$ cat config.mk
export PLATFORM = sky130hd
export DESIGN_NAME = me_stage
export DESIGN_NICKNAME = d
export VERILOG_FILES = /design/src/rtl/me_stage.sv
export SDC_FILE = /design/constraint.sdc
export NUM_CORES = 1
export LEC_CHECK = 0
export CAP_MARGIN = 30
export CORE_AREA = 5 5 510 512
export CTS_BUF_LIST = sky130_fd_sc_hd__clkbuf_4 sky130_fd_sc_hd__clkbuf_8 sky130_fd_sc_hd__clkbuf_16
export DETAILED_ROUTE_END_ITERATION = 8
export DIE_AREA = 0 0 515 517
export GPL_TIMING_DRIVEN = 0
export PLACE_DENSITY = 0.3
export SETUP_SLACK_MARGIN = 0.2
export SYNTH_ARGS = -nofsm -noshare
export SYNTH_HDL_FRONTEND = slang
export SYNTH_SLANG_ARGS = --single-unit
$ cat constraint.sdc
create_clock -name clk -period 5.46 [get_ports clk]
set_input_delay 1.092 -clock clk [delete_from_list [all_inputs] [get_ports clk]]
set_output_delay 1.092 -clock clk [all_outputs]
set_load 0.03 [all_outputs]
$ cat src/rtl/me_stage.sv
// ----------------------------------------------------------------------------
// me_stage
// Memory-access pipeline stage between EX and WB. Holds one EX bundle, runs
// at most one scalar load/store on the data-memory bus and presents the
// writeback bundle to WB. Matrix results pass straight through.
// Revision: 1.0 - initial release
// ----------------------------------------------------------------------------
`default_nettype none

module me_stage #(
  parameter int ADDR_W = 32,
  parameter int MAT_W  = 512
) (
  input  logic              clk,
  input  logic              rst,
  // EX side
  input  logic              ex_valid,
  output logic              ex_ready,
  input  logic [3:0]        ex_mem_op,
  input  logic [31:0]       ex_addr,
  input  logic [31:0]       ex_store_data,
  input  logic [1:0]        ex_rd_group,
  input  logic [4:0]        ex_rd_index,
  input  logic [31:0]       ex_din_F,
  input  logic [MAT_W-1:0]  ex_din_M,
  // data-memory bus
  output logic              mem_req_valid,
  input  logic              mem_req_ready,
  output logic [ADDR_W-1:0] mem_addr,
  output logic              mem_wen,
  output logic [31:0]       mem_wdata,
  output logic [3:0]        mem_wstrb,
  input  logic              mem_rsp_valid,
  input  logic [31:0]       mem_rdata,
  // WB side
  output logic              wb_valid,
  input  logic              wb_ready,
  output logic [1:0]        wb_rd_group,
  output logic [4:0]        wb_rd_index,
  output logic [31:0]       wb_din_R,
  output logic [31:0]       wb_din_F,
  output logic [MAT_W-1:0]  wb_din_M,
  output logic              misalign
);

  localparam logic [3:0] OP_NONE = 4'd0;
  localparam logic [3:0] OP_LB   = 4'd1;
  localparam logic [3:0] OP_LH   = 4'd2;
  localparam logic [3:0] OP_LW   = 4'd3;
  localparam logic [3:0] OP_LBU  = 4'd4;
  localparam logic [3:0] OP_LHU  = 4'd5;
  localparam logic [3:0] OP_SB   = 4'd8;
  localparam logic [3:0] OP_SH   = 4'd9;
  localparam logic [3:0] OP_SW   = 4'd10;

  localparam logic [1:0] GRP_F    = 2'd1;
  localparam logic [1:0] GRP_NONE = 2'd3;

  typedef enum logic [1:0] {
    IDLE = 2'd0,
    REQ  = 2'd1,
    WAIT = 2'd2,
    DONE = 2'd3
  } state_t;

  function automatic logic is_load(input logic [3:0] op);
    return (op >= OP_LB) && (op <= OP_LHU);
  endfunction

  function automatic logic is_store(input logic [3:0] op);
    return (op >= OP_SB) && (op <= OP_SW);
  endfunction

  function automatic logic is_misaligned(input logic [3:0] op, input logic [1:0] a);
    logic half_op;
    logic word_op;
    half_op = (op == OP_LH) || (op == OP_LHU) || (op == OP_SH);
    word_op = (op == OP_LW) || (op == OP_SW);
    return (half_op && a[0]) || (word_op && (a != 2'b00));
  endfunction

  state_t             state_q, state_d;
  logic               alive_q;
  logic [3:0]         op_q, op_d;
  logic [31:0]        addr_q, addr_d;
  logic [31:0]        sdata_q, sdata_d;
  logic [1:0]         grp_q, grp_d;
  logic [4:0]         idx_q, idx_d;
  logic [31:0]        r_q, r_d;
  logic [31:0]        f_q, f_d;
  logic [MAT_W-1:0]   m_q, m_d;
  logic               misalign_q, misalign_d;

  logic               accept;
  logic [31:0]        ld_shift;
  logic [31:0]        ld_val;

  // ex_ready stays low until the first clock after reset release
  assign ex_ready = alive_q && ((state_q == IDLE) || ((state_q == DONE) && wb_ready));
  assign accept   = ex_valid && ex_ready;

  assign wb_valid    = (state_q == DONE);
  assign wb_rd_group = grp_q;
  assign wb_rd_index = idx_q;
  assign wb_din_R    = r_q;
  assign wb_din_F    = f_q;
  assign wb_din_M    = m_q;
  assign misalign    = misalign_q;

  // Load data extraction: shift the addressed byte/half down, then extend
  always_comb begin
    ld_shift = mem_rdata >> {addr_q[1:0], 3'b000};
    case (op_q)
      OP_LB:   ld_val = {{24{ld_shift[7]}}, ld_shift[7:0]};
      OP_LH:   ld_val = {{16{ld_shift[15]}}, ld_shift[15:0]};
      OP_LBU:  ld_val = {24'd0, ld_shift[7:0]};
      OP_LHU:  ld_val = {16'd0, ld_shift[15:0]};
      default: ld_val = mem_rdata;
    endcase
  end

  // Memory request outputs, driven only while a request is pending
  always_comb begin
    mem_req_valid = 1'b0;
    mem_addr      = '0;
    mem_wen       = 1'b0;
    mem_wdata     = 32'd0;
    mem_wstrb     = 4'd0;
    if (state_q == REQ) begin
      mem_req_valid = 1'b1;
      mem_addr      = ADDR_W'({addr_q[31:2], 2'b00});
      if (is_store(op_q)) begin
        mem_wen = 1'b1;
        case (op_q)
          OP_SB: begin
            mem_wstrb = 4'b0001 << addr_q[1:0];
            mem_wdata = {4{sdata_q[7:0]}};
          end
          OP_SH: begin
            mem_wstrb = 4'b0011 << addr_q[1:0];
            mem_wdata = {2{sdata_q[15:0]}};
          end
          default: begin
            mem_wstrb = 4'hF;
            mem_wdata = sdata_q;
          end
        endcase
      end
    end
  end

  // Next-state: bus progress first, then a new bundle dispatch overrides
  always_comb begin
    state_d    = state_q;
    op_d       = op_q;
    addr_d     = addr_q;
    sdata_d    = sdata_q;
    grp_d      = grp_q;
    idx_d      = idx_q;
    r_d        = r_q;
    f_d        = f_q;
    m_d        = m_q;
    misalign_d = 1'b0;

    case (state_q)
      REQ: begin
        if (mem_req_ready) begin
          state_d = is_store(op_q) ? DONE : WAIT;
        end
      end
      WAIT: begin
        if (mem_rsp_valid) begin
          r_d     = ld_val;
          f_d     = ld_val;
          state_d = DONE;
        end
      end
      DONE: begin
        if (wb_ready) begin
          state_d = IDLE;
        end
      end
      default: ;
    endcase

    if (accept) begin
      op_d    = ex_mem_op;
      addr_d  = ex_addr;
      sdata_d = ex_store_data;
      idx_d   = ex_rd_index;
      m_d     = ex_din_M;
      grp_d   = ex_rd_group;
      r_d     = ex_addr;
      f_d     = (ex_rd_group == GRP_F) ? ex_din_F : ex_addr;
      if (is_misaligned(ex_mem_op, ex_addr[1:0])) begin
        // dropped access: no bus activity, no register write
        state_d    = DONE;
        grp_d      = GRP_NONE;
        misalign_d = 1'b1;
      end else if (is_load(ex_mem_op)) begin
        state_d = REQ;
      end else if (is_store(ex_mem_op)) begin
        state_d = REQ;
        grp_d   = GRP_NONE;
      end else begin
        state_d = DONE;
      end
    end
  end

  // State and bundle registers, cleared asynchronously
  always_ff @(posedge clk or negedge rst) begin
    if (!rst) begin
      state_q    <= IDLE;
      alive_q    <= 1'b0;
      op_q       <= OP_NONE;
      addr_q     <= 32'd0;
      sdata_q    <= 32'd0;
      grp_q      <= 2'd0;
      idx_q      <= 5'd0;
      r_q        <= 32'd0;
      f_q        <= 32'd0;
      m_q        <= '0;
      misalign_q <= 1'b0;
    end else begin
      state_q    <= state_d;
      alive_q    <= 1'b1;
      op_q       <= op_d;
      addr_q     <= addr_d;
      sdata_q    <= sdata_d;
      grp_q      <= grp_d;
      idx_q      <= idx_d;
      r_q        <= r_d;
      f_q        <= f_d;
      m_q        <= m_d;
      misalign_q <= misalign_d;
    end
  end

endmodule

`default_nettype wire

# Word level (Yosys, flattened, before mapping)

Index checks and enable logic that the tools add are counted.
Widths: inputs -> output; s select.

Register bits: 655
Bits of input ports: 657
Output and inout port bits: 656
Logic and storage cells: 88

Order comparisons: 6
Equal/unequal tests: 18
Shifts and indexed selects: 3
Muxes and demuxes: 30
Reduce and logical (&&, ||, !) cells: 20

Operators by type and width:

| operator           | number |
|---|---|
| $mux 32            | 8 |
| $pmux 32 s4        | 1 |
| $pmux 32 s2        | 1 |
| $shr 32x5->16      | 1 |
| $mux 2             | 10 |
| $eq 4x4->1 const B | 4 |
| $eq 4x2->1 const B | 3 |
| $eq 4x3->1 const B | 3 |
| $ge 4x4->1 const B | 2 |
| $le 4x4->1 const B | 2 |
| $logic_and 1x1->1  | 8 |
| $mux 4             | 2 |
| $pmux 4 s2         | 1 |
| $mux 1             | 6 |
| $ne 3x3->1 const B | 2 |
| $pmux 2 s3         | 1 |
| $reduce_bool 2->1  | 3 |
| $logic_or 1x1->1   | 5 |
| $eq 2x1->1 const B | 2 |
| $eq 2x2->1 const B | 2 |
| $eq 4x1->1 const B | 1 |
| $ge 4x1->1 const B | 1 |
| $le 4x3->1 const B | 1 |
| $reduce_and 4->1   | 1 |
| 6 further kinds    | 6 |

# Logic depth before layout (Yosys ltp)

Gate-level depths: netlist of the first run.

Word-level depth: 7
Gate-level depth with buffers: 9
Depth with buffers taken out: 6

# Least setup slack after synthesis of the first run

OpenSTA, ideal clock, no wires.

Path kind: reg-to-output
From: reg op_q[1]
To: out mem_wdata[30]
Arrival: 2.050 ns
Setup slack: 2.318 ns
Cell stages (with the launch flop): 6
Buffers on the path: 2
Cell sequence: dfrtp_1 > buf_4 > nor3b_2 > buf_2 > nor2_1 > a211oi_1

Word-level cells in the longest chain between the ends: 4
Elaborated cells between the ends (all ways): 8
Those cells by class: 2 x order compare; 2 x eq/ne; 3 x mux; 1 x reduce/logical

Ends and longest elaborated chain:

| what                                                    | line    | text |
|---|---|---|
| start, declared                                         | 84      | `logic [3:0] op_q, op_d;` |
| start signal, assigned                                  | 228     | `op_q <= op_d;` |
| $ge 4x4->1, or another cell as far along                | 71      | `return (op >= OP_SB) && (op <= OP_SW);` |
| $logic_and 1x1->1 / $pmux 32 s2 (equally long branches) | 71, 134 |  |
| $mux 32 (*)                                             | 132     | `if (is_store(op_q)) begin` |
| $mux 32 (*)                                             | 129     | `if (state_q == REQ) begin` |
| end, declared                                           | 31      | `output logic [31:0] mem_wdata,` |

Mark *: on every way between the ends. The rest lies on a longest branch, timed or not.

# Worst setup path after layout of the first run

From: reg op_q[1]
To: out mem_wdata[14]

The elaborated chain is that of the path after synthesis.

==> flow_metrics.env, run 1 <==
export IMPL_status="complete, no violations"
export IMPL_grt_pass1_vias=29100
export IMPL_tns_ns=0
export IMPL_synthXorXnorAreaFrac_pct=0.0324
export IMPL_cts_buffers=95
export IMPL_vias=27800
export IMPL_synthMuxAreaShare_pct=1.79
export IMPL_final_cell_mix="nand2_1, clkdlybuf4s50_1, dfrtp_1"
export IMPL_die_area_mm2=0.266
export IMPL_leakagePower_uw=0.0213
export IMPL_maxSlewViolCount=0
export IMPL_track_usage_pct=15.9
export IMPL_syn_mean_instance_area_um2=8.70
export IMPL_gp_congestion=0.840
export IMPL_crit_fanout=10
export IMPL_antenna_found_initial=76
export IMPL_finalWorstSetupSlack_ns=0.408
export IMPL_fillers=28500
export IMPL_core_area_mm2=0.255
export IMPL_critPathMaxStageDelay_ns=0.83
export IMPL_cts_max_path_buffers=3
export IMPL_wire_per_inst_um=27.6
export IMPL_syn_inst=3105
export IMPL_synth_fa_ha_area_share_pct=0.185
export IMPL_period_share_pct=92.5
export IMPL_ys_seq_elements=655
export IMPL_synth_distinct_cells=58
export IMPL_cts_htree_levels=3
export IMPL_final_nets=5194
export IMPL_dp_hpwl_mm=186
export IMPL_synth_top_cell_by_area="dfrtp_1"
export IMPL_start_util_pct=10.6
export IMPL_clock_latency_ns=0.72
export IMPL_viasPerCell=3.47
export IMPL_crit_arrival_ns=3.96
export IMPL_crit_buf_inv=3
export IMPL_first_pass_iters=5
export IMPL_fmax_mhz=198
export IMPL_drc_errors=0
export IMPL_fp_dieW_um=515
export IMPL_cp_required_ns=4.37
export IMPL_synth_compound_area_share_pct=5.23
export IMPL_cap_violations=0
export IMPL_cp_end_kind="output port"
export IMPL_synth_edf_count=0
export IMPL_power_density_mw_per_mm2=643
export IMPL_path_clk_slew_ns=0.06
export IMPL_dp_cells=7820
export IMPL_ff2ff_setup_slack_ns=2.13
export IMPL_ant_nets=0
export IMPL_die_h_um=517
export IMPL_cts_tree="built"
export IMPL_routed_wl_mm=221
export IMPL_cts_sinks=655
export IMPL_grt_pass1_wl_mm=287
export IMPL_cp_top_family="buffers and inverters"
export IMPL_layout_commonest_cell="nand2_1"
export IMPL_synthArstFlopShare_pct=100
export IMPL_drt_iter0_markers=1521
export IMPL_area_growth_pct=77.8
export IMPL_yosys_warnings=0
export IMPL_grt_ovfl_total=0
export IMPL_root_buffer="clkbuf_16"
export IMPL_vdd_drop_max_mv=0.243
export IMPL_crit_chain="buf_4, or3b_1, clkbuf_1, nor2_2, nand2_1, a21oi_1, clkdlybuf4s50_1"
export IMPL_ys_flop_type="dfrtp_1"
export IMPL_worst_path_max_delay_cell="clkdlybuf4s50_1"
export IMPL_fin_cells=8007
export IMPL_post_cts_buffers=0
export IMPL_rows=186
export IMPL_rsz0062_at_grt="no"
export IMPL_tightest_slew_ns=1.08
export IMPL_synthTopCellsByArea="dfrtp_1, nand2_1, clkbuf_1"
export IMPL_io_buffers=1307
export IMPL_setup_viol=0
export IMPL_synth_top_area_share_pct=60.7
export IMPL_synth_simple_area_share_pct=29.0
export IMPL_worst_setup_path_start_kind="register"
export IMPL_hold_class="in2async"
export IMPL_skew_ns=0.0314
export IMPL_synthesis_area_mm2=0.0270
export IMPL_drive_gt1_share_pct=5.62
export IMPL_relSlewSlack_pct=28.0
export IMPL_fin_crit_ns=5.05
export IMPL_synth_top_family_by_area="simple AND/OR/NAND/NOR gates"
export IMPL_crit_type="reg2out"
export IMPL_preCtsSetupSlack_ns=0.631
export IMPL_grt_max_degree=101
export IMPL_finalHoldViolCount=0
export IMPL_io_pins=1313
export IMPL_ys_seq_area_share_pct=60.7
[Yosys cell counts (all sizes together), types with 2 or more instances]
cell	instances
nand2	1858
dfrtp	655
clkbuf	164
and2	40
a21oi	36
o21ai	36
buf	31
mux2i	27
o211ai	24
nor2	22
nand3	21
a211oi	19
mux2	17
and3	16
a311oi	15
o2bb2ai	14
nand4	10
a32oi	9
a22oi	8
a311o	8
nor3	8
a221o	7
a41oi	7
nor2b	7
nand2b	6
inv	5
ha	4
nand3b	4
o21bai	4
or3b	4
conb	2
nor3b	2
[stage by stage]
stage / total power (uW) / area [um2] / hold slack [ns] / util, %
5_1_grt: 32600 / 48000 / 0.364 / 18.8
4_1_cts: 31600 / 48000 / 0.331 / 18.8
3_5_place_dp: 24800 / 44700 / 0.457 / 17.5
6_report: 30800 / 48000 / 0.394 / 18.8
3_3_place_gp: 24800 / 44300 / 0.452 / 17.4
2_1_floorplan: 15800 / 27000 / 0.438 / -
[layer usage]
| layer | vias up | global-route usage (%) | share of wire (%) | routed length [um] |
|---|---|---|---|---|
| met5 | - | 0 | 0.18 | 400 |
| met4 | 64 | 3.23 | 2.2 | 4770 |
| met3 | 252 | 8.07 | 11 | 24900 |
| met2 | 1171 | 27.2 | 48 | 106000 |
| met1 | 13600 | 17.8 | 38 | 84900 |
| li1 | 12700 | - | - | - |
[kinds of logic after synthesis]
logic type / Yosys count
compound gates: 194
flops: 655
buf+inv: 200
mux: 45
other cells: 2
fa+ha+maj: 4
xor+xnor: 1
simple gates: 2004
[registers in the layout, summed over array words and instances, names as in the netlist]
register / count
op_q: 4
misalign: 1
alive_q: 1
state_q: 2
addr_q: 32
sdata_q: 32
wb_din_R: 32
wb_din_F: 32
wb_rd_index: 5
wb_din_M: 512
wb_rd_group: 2
[where the power goes]
part           leakage (uW)  total, uW  switching (uW)  internal [uW]
sequential          0.00817       8630            1530           7100
clock               0.00157       6460            2720           3740
combinational        0.0116      15800           10300           5420
total                0.0213      30800           14600          16300
[area by class of cell]
type | instances | area, um2 | share of cell area [%]
Clock inverter | 33 | 384 | 0.800
Tap cell | 3384 | 4230 | 8.82
Inverter | 5 | 18.8 | 0.0391
Antenna cell | 18 | 45.0 | 0.0938
Clock buffer | 136 | 2820 | 5.86
Sequential cell | 655 | 16400 | 34.1
Buffer | 195 | 806 | 1.68
Multi-Input combinational cell | 2251 | 9820 | 20.4
Timing Repair Buffer | 1330 | 13500 | 28.1
[timing repair]
item / CTS / global route
hold endpoints to repair: 0 / 0
endpoints found under the setup margin: 11 / 0
hold buffers: 0 / 0
gates resized for setup: 6 / 0
[final timing paths]
kind,from,to,cells past startpoint
hold / removal,rst,wb_din_M[501]$_DFFE_PN0P_,1
setup / recovery,op_q[1]$_DFFE_PN0P_,mem_wdata[14],7
setup reg to reg,state_q[1]$_DFFE_PN0P_,wb_din_M[281]$_DFFE_PN0P_,8
max in group asynchronous,rst,wb_din_M[138]$_DFFE_PN0P_,4
min in group clk,addr_q[9]$_DFFE_PN0P_,addr_q[9]$_DFFE_PN0P_,2
hold reg to reg,addr_q[9]$_DFFE_PN0P_,addr_q[9]$_DFFE_PN0P_,2
Power figures use the tool's default switching activity.
==> run 2, diff against run 1 <==
CORE_AREA = 5 5 513 515   (was 5 5 510 512)
DIE_AREA = 0 0 518 520   (was 0 0 515 517)
clock period = 4.97 ns   (was 5.46 ns; I/O delays follow)
==> flow_metrics.env, run 2 (synthesized netlist as in run 1, its figures left out) <==
export IMPL_grt_pass1_vias=29300
export IMPL_layout_commonest_cell="nand2_1"
export IMPL_crit_fanout=10
export IMPL_wire_per_inst_um=27.1
export IMPL_track_usage_pct=15.5
export IMPL_cts_max_path_buffers=3
export IMPL_r2r_start="state_q[1]$_DFFE_PN0P_"
export IMPL_post_cts_buffers=0
export IMPL_die_h_um=520
export IMPL_clock_latency_ns=0.74
export IMPL_start_util_pct=10.5
export IMPL_fin_crit_ns=4.56
export IMPL_grt_max_degree=102
export IMPL_leakagePower_uw=0.0214
export IMPL_vdd_drop_max_mv=0.285
export IMPL_grt_pass1_wl_mm=285
export IMPL_path_clk_slew_ns=0.05
export IMPL_die_area_mm2=0.269
export IMPL_status="complete, no violations"
export IMPL_fmax_mhz=219
export IMPL_io_buffers=1307
export IMPL_skew_ns=0.0535
export IMPL_period_share_pct=91.8
export IMPL_viasPerCell=3.46
export IMPL_first_pass_iters=9
export IMPL_placed_area_mm2=0.0448
export IMPL_drt_iter0_markers=1677
export IMPL_drive_gt1_share_pct=5.84
export IMPL_tightest_slew_ns=0.977
export IMPL_vias=27800
export IMPL_rsz0062_at_grt="yes"
export IMPL_cts_tree="built"
export IMPL_ant_nets=0
export IMPL_dp_hpwl_mm=184
export IMPL_area_growth_pct=78.7
export IMPL_rows=187
export IMPL_routed_wl_mm=218
export IMPL_power_density_mw_per_mm2=705
export IMPL_relSlewSlack_pct=34.4
export IMPL_cts_htree_levels=3
export IMPL_tns_ns=0
export IMPL_cp_end_kind="output port"
export IMPL_final_nets=5194
export IMPL_io_pins=1313
export IMPL_core_area_mm2=0.258
export IMPL_antenna_found_initial=105
export IMPL_drc_errors=0
export IMPL_crit_arrival_ns=3.57
export IMPL_final_area_mm2=0.0483
export IMPL_worst_setup_path_start_kind="register"
export IMPL_finalHoldViolCount=0
export IMPL_maxSlewViolCount=0
export IMPL_grt_ovfl_total=0
export IMPL_cap_violations=0
export IMPL_cts_buffers=97
export IMPL_crit_type="reg2out"
export IMPL_cp_required_ns=3.98
export IMPL_gp_congestion=0.815
export IMPL_fp_dieW_um=518
export IMPL_largest_reg_flops=512
export IMPL_final_cell_mix="nand2_1, clkdlybuf4s50_1, dfrtp_1"
export IMPL_cts_sinks=655
export IMPL_timing_hold_ws_ns=0.283
export IMPL_fin_util_pct=18.7
export IMPL_hold_class="in2async"
export IMPL_cp_startpoint="op_q[2]$_DFFE_PN0P_"
export IMPL_root_buffer="clkbuf_16"
export IMPL_setup_viol=0
run 2: cell count changes in the layout (fill, tap and decap cells not counted), moves of 3 or more:
cell	delta
clkbuf_1	-5
diode_2	+11
clkinvlp_4	-7
clkbuf_16	+4
clkbuf_2	+5
bufinv_16	+3
clkinv_2	+7
clkbuf_8	+4
run 2: worst max-delay path, cell delays in order (launching register included):
cell,delay [ns]
dfrtp_1,0.37
buf_2,0.19
nand2b_1,0.22
a21oi_4,0.34
nand2_1,0.11
buf_2,0.23
buf_1,0.32
a21oi_1,0.30
clkdlybuf4s50_1,0.75
run 2: metal layers:
metal | up-vias | global-route usage, % | part of all wire, %
met5 | - | 0 | 0.23
met4 | 80 | 3.08 | 2.0
met3 | 286 | 7.72 | 11
met2 | 1194 | 27.1 | 49
met1 | 13600 | 17.1 | 38
li1 | 12700 | - | -
run 2: layout make-up:
class / instances / area, um2
well taps: 3402 / 4260
repair buffers: 1328 / 13500
clock inverters: 34 / 439
plain buffers: 195 / 812
fillers: 29000 / 210000
diodes: 29 / 72.6
inverters: 5 / 18.8
multi-input cells: 2251 / 9830
flip-flops and latches: 655 / 16400
clock buffers: 142 / 2960
run 2: power by group:
| group | switching [uW] | total [uW] | leakage (uW) | internal (uW) |
|---|---|---|---|---|
| sequential | 1700 | 9500 | 0.00817 | 7800 |
| combinational | 11200 | 17100 | 0.0116 | 5970 |
| clock | 2950 | 7390 | 0.00170 | 4440 |
run 2: worst paths after layout:
| check | end | slack [ns] | cells past startpoint |
|---|---|---|---|
| setup / recovery | mem_wdata[15] | 0.41 | 8 |
| hold / removal | wb_din_M[59]$_DFFE_PN0P_ | 0.28 | 1 |
| setup reg to reg | addr_q[16]$_DFFE_PN0P_ | 1.79 | 8 |
| hold reg to reg | addr_q[9]$_DFFE_PN0P_ | 0.47 | 2 |
| max in group asynchronous | wb_din_M[255]$_DFFE_PN0P_ | 2.28 | 5 |
| min in group clk | addr_q[9]$_DFFE_PN0P_ | 0.47 | 2 |
run 2: through the flow:
stage               total power, uW  cells  setup slack [ns]
detailed placement            27100   7836             0.502
finish                        34000   8041             0.405
global placement              27100   7815            -32.81
global route                  35900   8018             0.196
floorplan                     17300   3106              1.93
CTS                           34800   8012             0.121
run 2: what timing repair did:
action | in CTS | in global routing
pin swaps | 0 | 0
hold buffers | 0 | 0
setup endpoints to repair | 44 | 2
resized for setup | 8 | 2
gates cloned | 0 | 0
==> run 3, diff against run 2 <==
CAP_MARGIN = 20   (was 30)
==> flow_metrics.env, run 3 (synthesized netlist as in run 1, its figures left out) <==
export IMPL_status="complete, no violations"
export IMPL_worst_setup_path_start_kind="register"
export IMPL_grt_pass1_wl_mm=285
export IMPL_core_area_mm2=0.258
export IMPL_comb_power_share_pct=50.4
export IMPL_drive_gt1_share_pct=5.63
export IMPL_finalHoldViolCount=0
export IMPL_power_density_mw_per_mm2=705
export IMPL_final_cell_mix="nand2_1, clkdlybuf4s50_1, dfrtp_1"
export IMPL_relSlewSlack_pct=25.3
export IMPL_fin_util_pct=18.7
export IMPL_crit_arrival_ns=3.65
export IMPL_wire_per_inst_um=27.1
export IMPL_timing_hold_ws_ns=0.280
export IMPL_dp_hpwl_mm=184
export IMPL_viasPerCell=3.48
export IMPL_final_nets=5188
export IMPL_maxSlewViolCount=0
export IMPL_power_total_uw=34000
export IMPL_first_pass_iters=7
export IMPL_hold_class="in2async"
export IMPL_switching_share_pct=46.5
export IMPL_fillers=28900
export IMPL_largest_reg_flops=512
export IMPL_post_cts_buffers=0
export IMPL_antenna_found_initial=111
export IMPL_internal_power_uw=18200
export IMPL_rows=187
export IMPL_fmax_mhz=216
export IMPL_tightest_slew_ns=1.12
export IMPL_track_usage_pct=15.6
export IMPL_placed_area_mm2=0.0447
export IMPL_vdd_drop_max_mv=0.265
export IMPL_cts_max_path_buffers=3
export IMPL_routed_wl_mm=218
export IMPL_grt_max_degree=102
export IMPL_skew_ns=0.0269
export IMPL_root_buffer="clkbuf_16"
export IMPL_die_h_um=520
export IMPL_leakagePower_uw=0.0214
export IMPL_grt_pass1_vias=29300
export IMPL_gp_congestion=0.815
export IMPL_crit_fanout=11
export IMPL_p_switching_uw=15800
export IMPL_final_area_mm2=0.0482
export IMPL_layout_commonest_cell="nand2_1"
export IMPL_clockPowerShare_pct=21.6
export IMPL_drc_errors=0
export IMPL_path_clk_slew_ns=0.06
export IMPL_cap_violations=0
export IMPL_clock_latency_ns=0.73
export IMPL_drt_iter0_markers=1676
export IMPL_fin_crit_ns=4.64
export IMPL_die_area_mm2=0.269
export IMPL_crit_type="reg2out"
export IMPL_ant_nets=0
export IMPL_cts_buffers=96
export IMPL_seq_power_share_pct=28.0
export IMPL_tns_ns=0
export IMPL_vias=28000
export IMPL_setup_viol=0
export IMPL_cts_sinks=655
export IMPL_cp_end_kind="output port"
export IMPL_cp_required_ns=3.98
export IMPL_io_buffers=1307
export IMPL_rsz0062_at_grt="no"
export IMPL_multiInputGateArea_mm2=0.00984
export IMPL_cts_tree="built"
export IMPL_period_share_pct=93.4
export IMPL_area_growth_pct=78.4
export IMPL_ff_latch_area_mm2=0.0164
export IMPL_cts_htree_levels=3
export IMPL_grt_ovfl_total=0
export IMPL_start_util_pct=10.5
export IMPL_io_pins=1313
export IMPL_fp_dieW_um=518
run 3: cell count changes in the layout (fill, tap and decap cells not counted), moves of 4 or more:
| cell | delta |
|---|---|
| clkbuf_4 | +7 |
| clkinv_2 | -8 |
| diode_2 | +14 |
| buf_8 | -4 |
| clkbuf_8 | -8 |
run 3: worst max-delay path, stage by stage, from the launching register on:
cell and delay (ns):
dfrtp_1 0.44, inv_1 0.16, ha_1 0.36, clkbuf_1 0.87, and2_1 0.25, clkdlybuf4s50_1 0.84
run 3: through the flow:
step                cells  setup slack [ns]
floorplan            3106              1.93
global placement     7815            -32.81
detailed placement   7830             0.380
CTS                  7999            0.0924
global route         8018             0.201
finish               8043             0.330
run 3: final timing paths:
check                                         start                        end  slack, ns  cells past startpoint
hold / removal                                  rst   wb_din_M[57]$_DFFE_PN0P_       0.28                      1
setup reg to reg             state_q[1]$_DFFE_PN0P_  wb_din_M[107]$_DFFE_PN0P_       1.67                      9
min in group clk           wb_din_M[59]$_DFFE_PN0P_   wb_din_M[59]$_DFFE_PN0P_       0.47                      2
max in group asynchronous                       rst  wb_din_M[241]$_DFFE_PN0P_       2.27                      5
setup / recovery             state_q[1]$_DFFE_PN0P_                mem_addr[2]       0.33                      5
hold reg to reg            wb_din_M[59]$_DFFE_PN0P_   wb_din_M[59]$_DFFE_PN0P_       0.47                      2
run 3: power by group through the flow:
stage / clock network, uW / registers [uW] / logic, uW
2_1_floorplan: 0 / 13400 / 3900
3_3_place_gp: 0 / 9640 / 17400
3_5_place_dp: 0 / 9590 / 17400
4_1_cts: 7670 / 9560 / 17500
5_1_grt: 7810 / 9800 / 18300
6_report: 7350 / 9500 / 17100
run 3: layout make-up:
| cell class | instances | area share (%) |
|---|---|---|
| sequential | 655 | 34.0 |
| timing repair buffer | 1323 | 27.9 |
| multi-input combinational | 2251 | 20.4 |
| tap | 3402 | 8.84 |
| clock buffer | 138 | 5.86 |
| buffer | 195 | 1.69 |
| clock inverter | 31 | 1.05 |
| antenna | 43 | 0.223 |
| inverter | 5 | 0.0390 |
run 3: what timing repair did:
| item | CTS | global route |
|---|---|---|
| setup endpoints to repair | 49 | 3 |
| gates resized for setup | 11 | 4 |
| hold buffers | 0 | 0 |
run 3: metal layers:
| metal | vias up | part of all wire (%) | global-route usage [%] |
|---|---|---|---|
| li1 | 12700 | - | - |
| met1 | 13600 | 38 | 16.9 |
| met2 | 1277 | 47 | 25.9 |
| met3 | 324 | 11 | 8.17 |
| met4 | 88 | 3.9 | 5.51 |
| met5 | - | 0.24 | 0 |
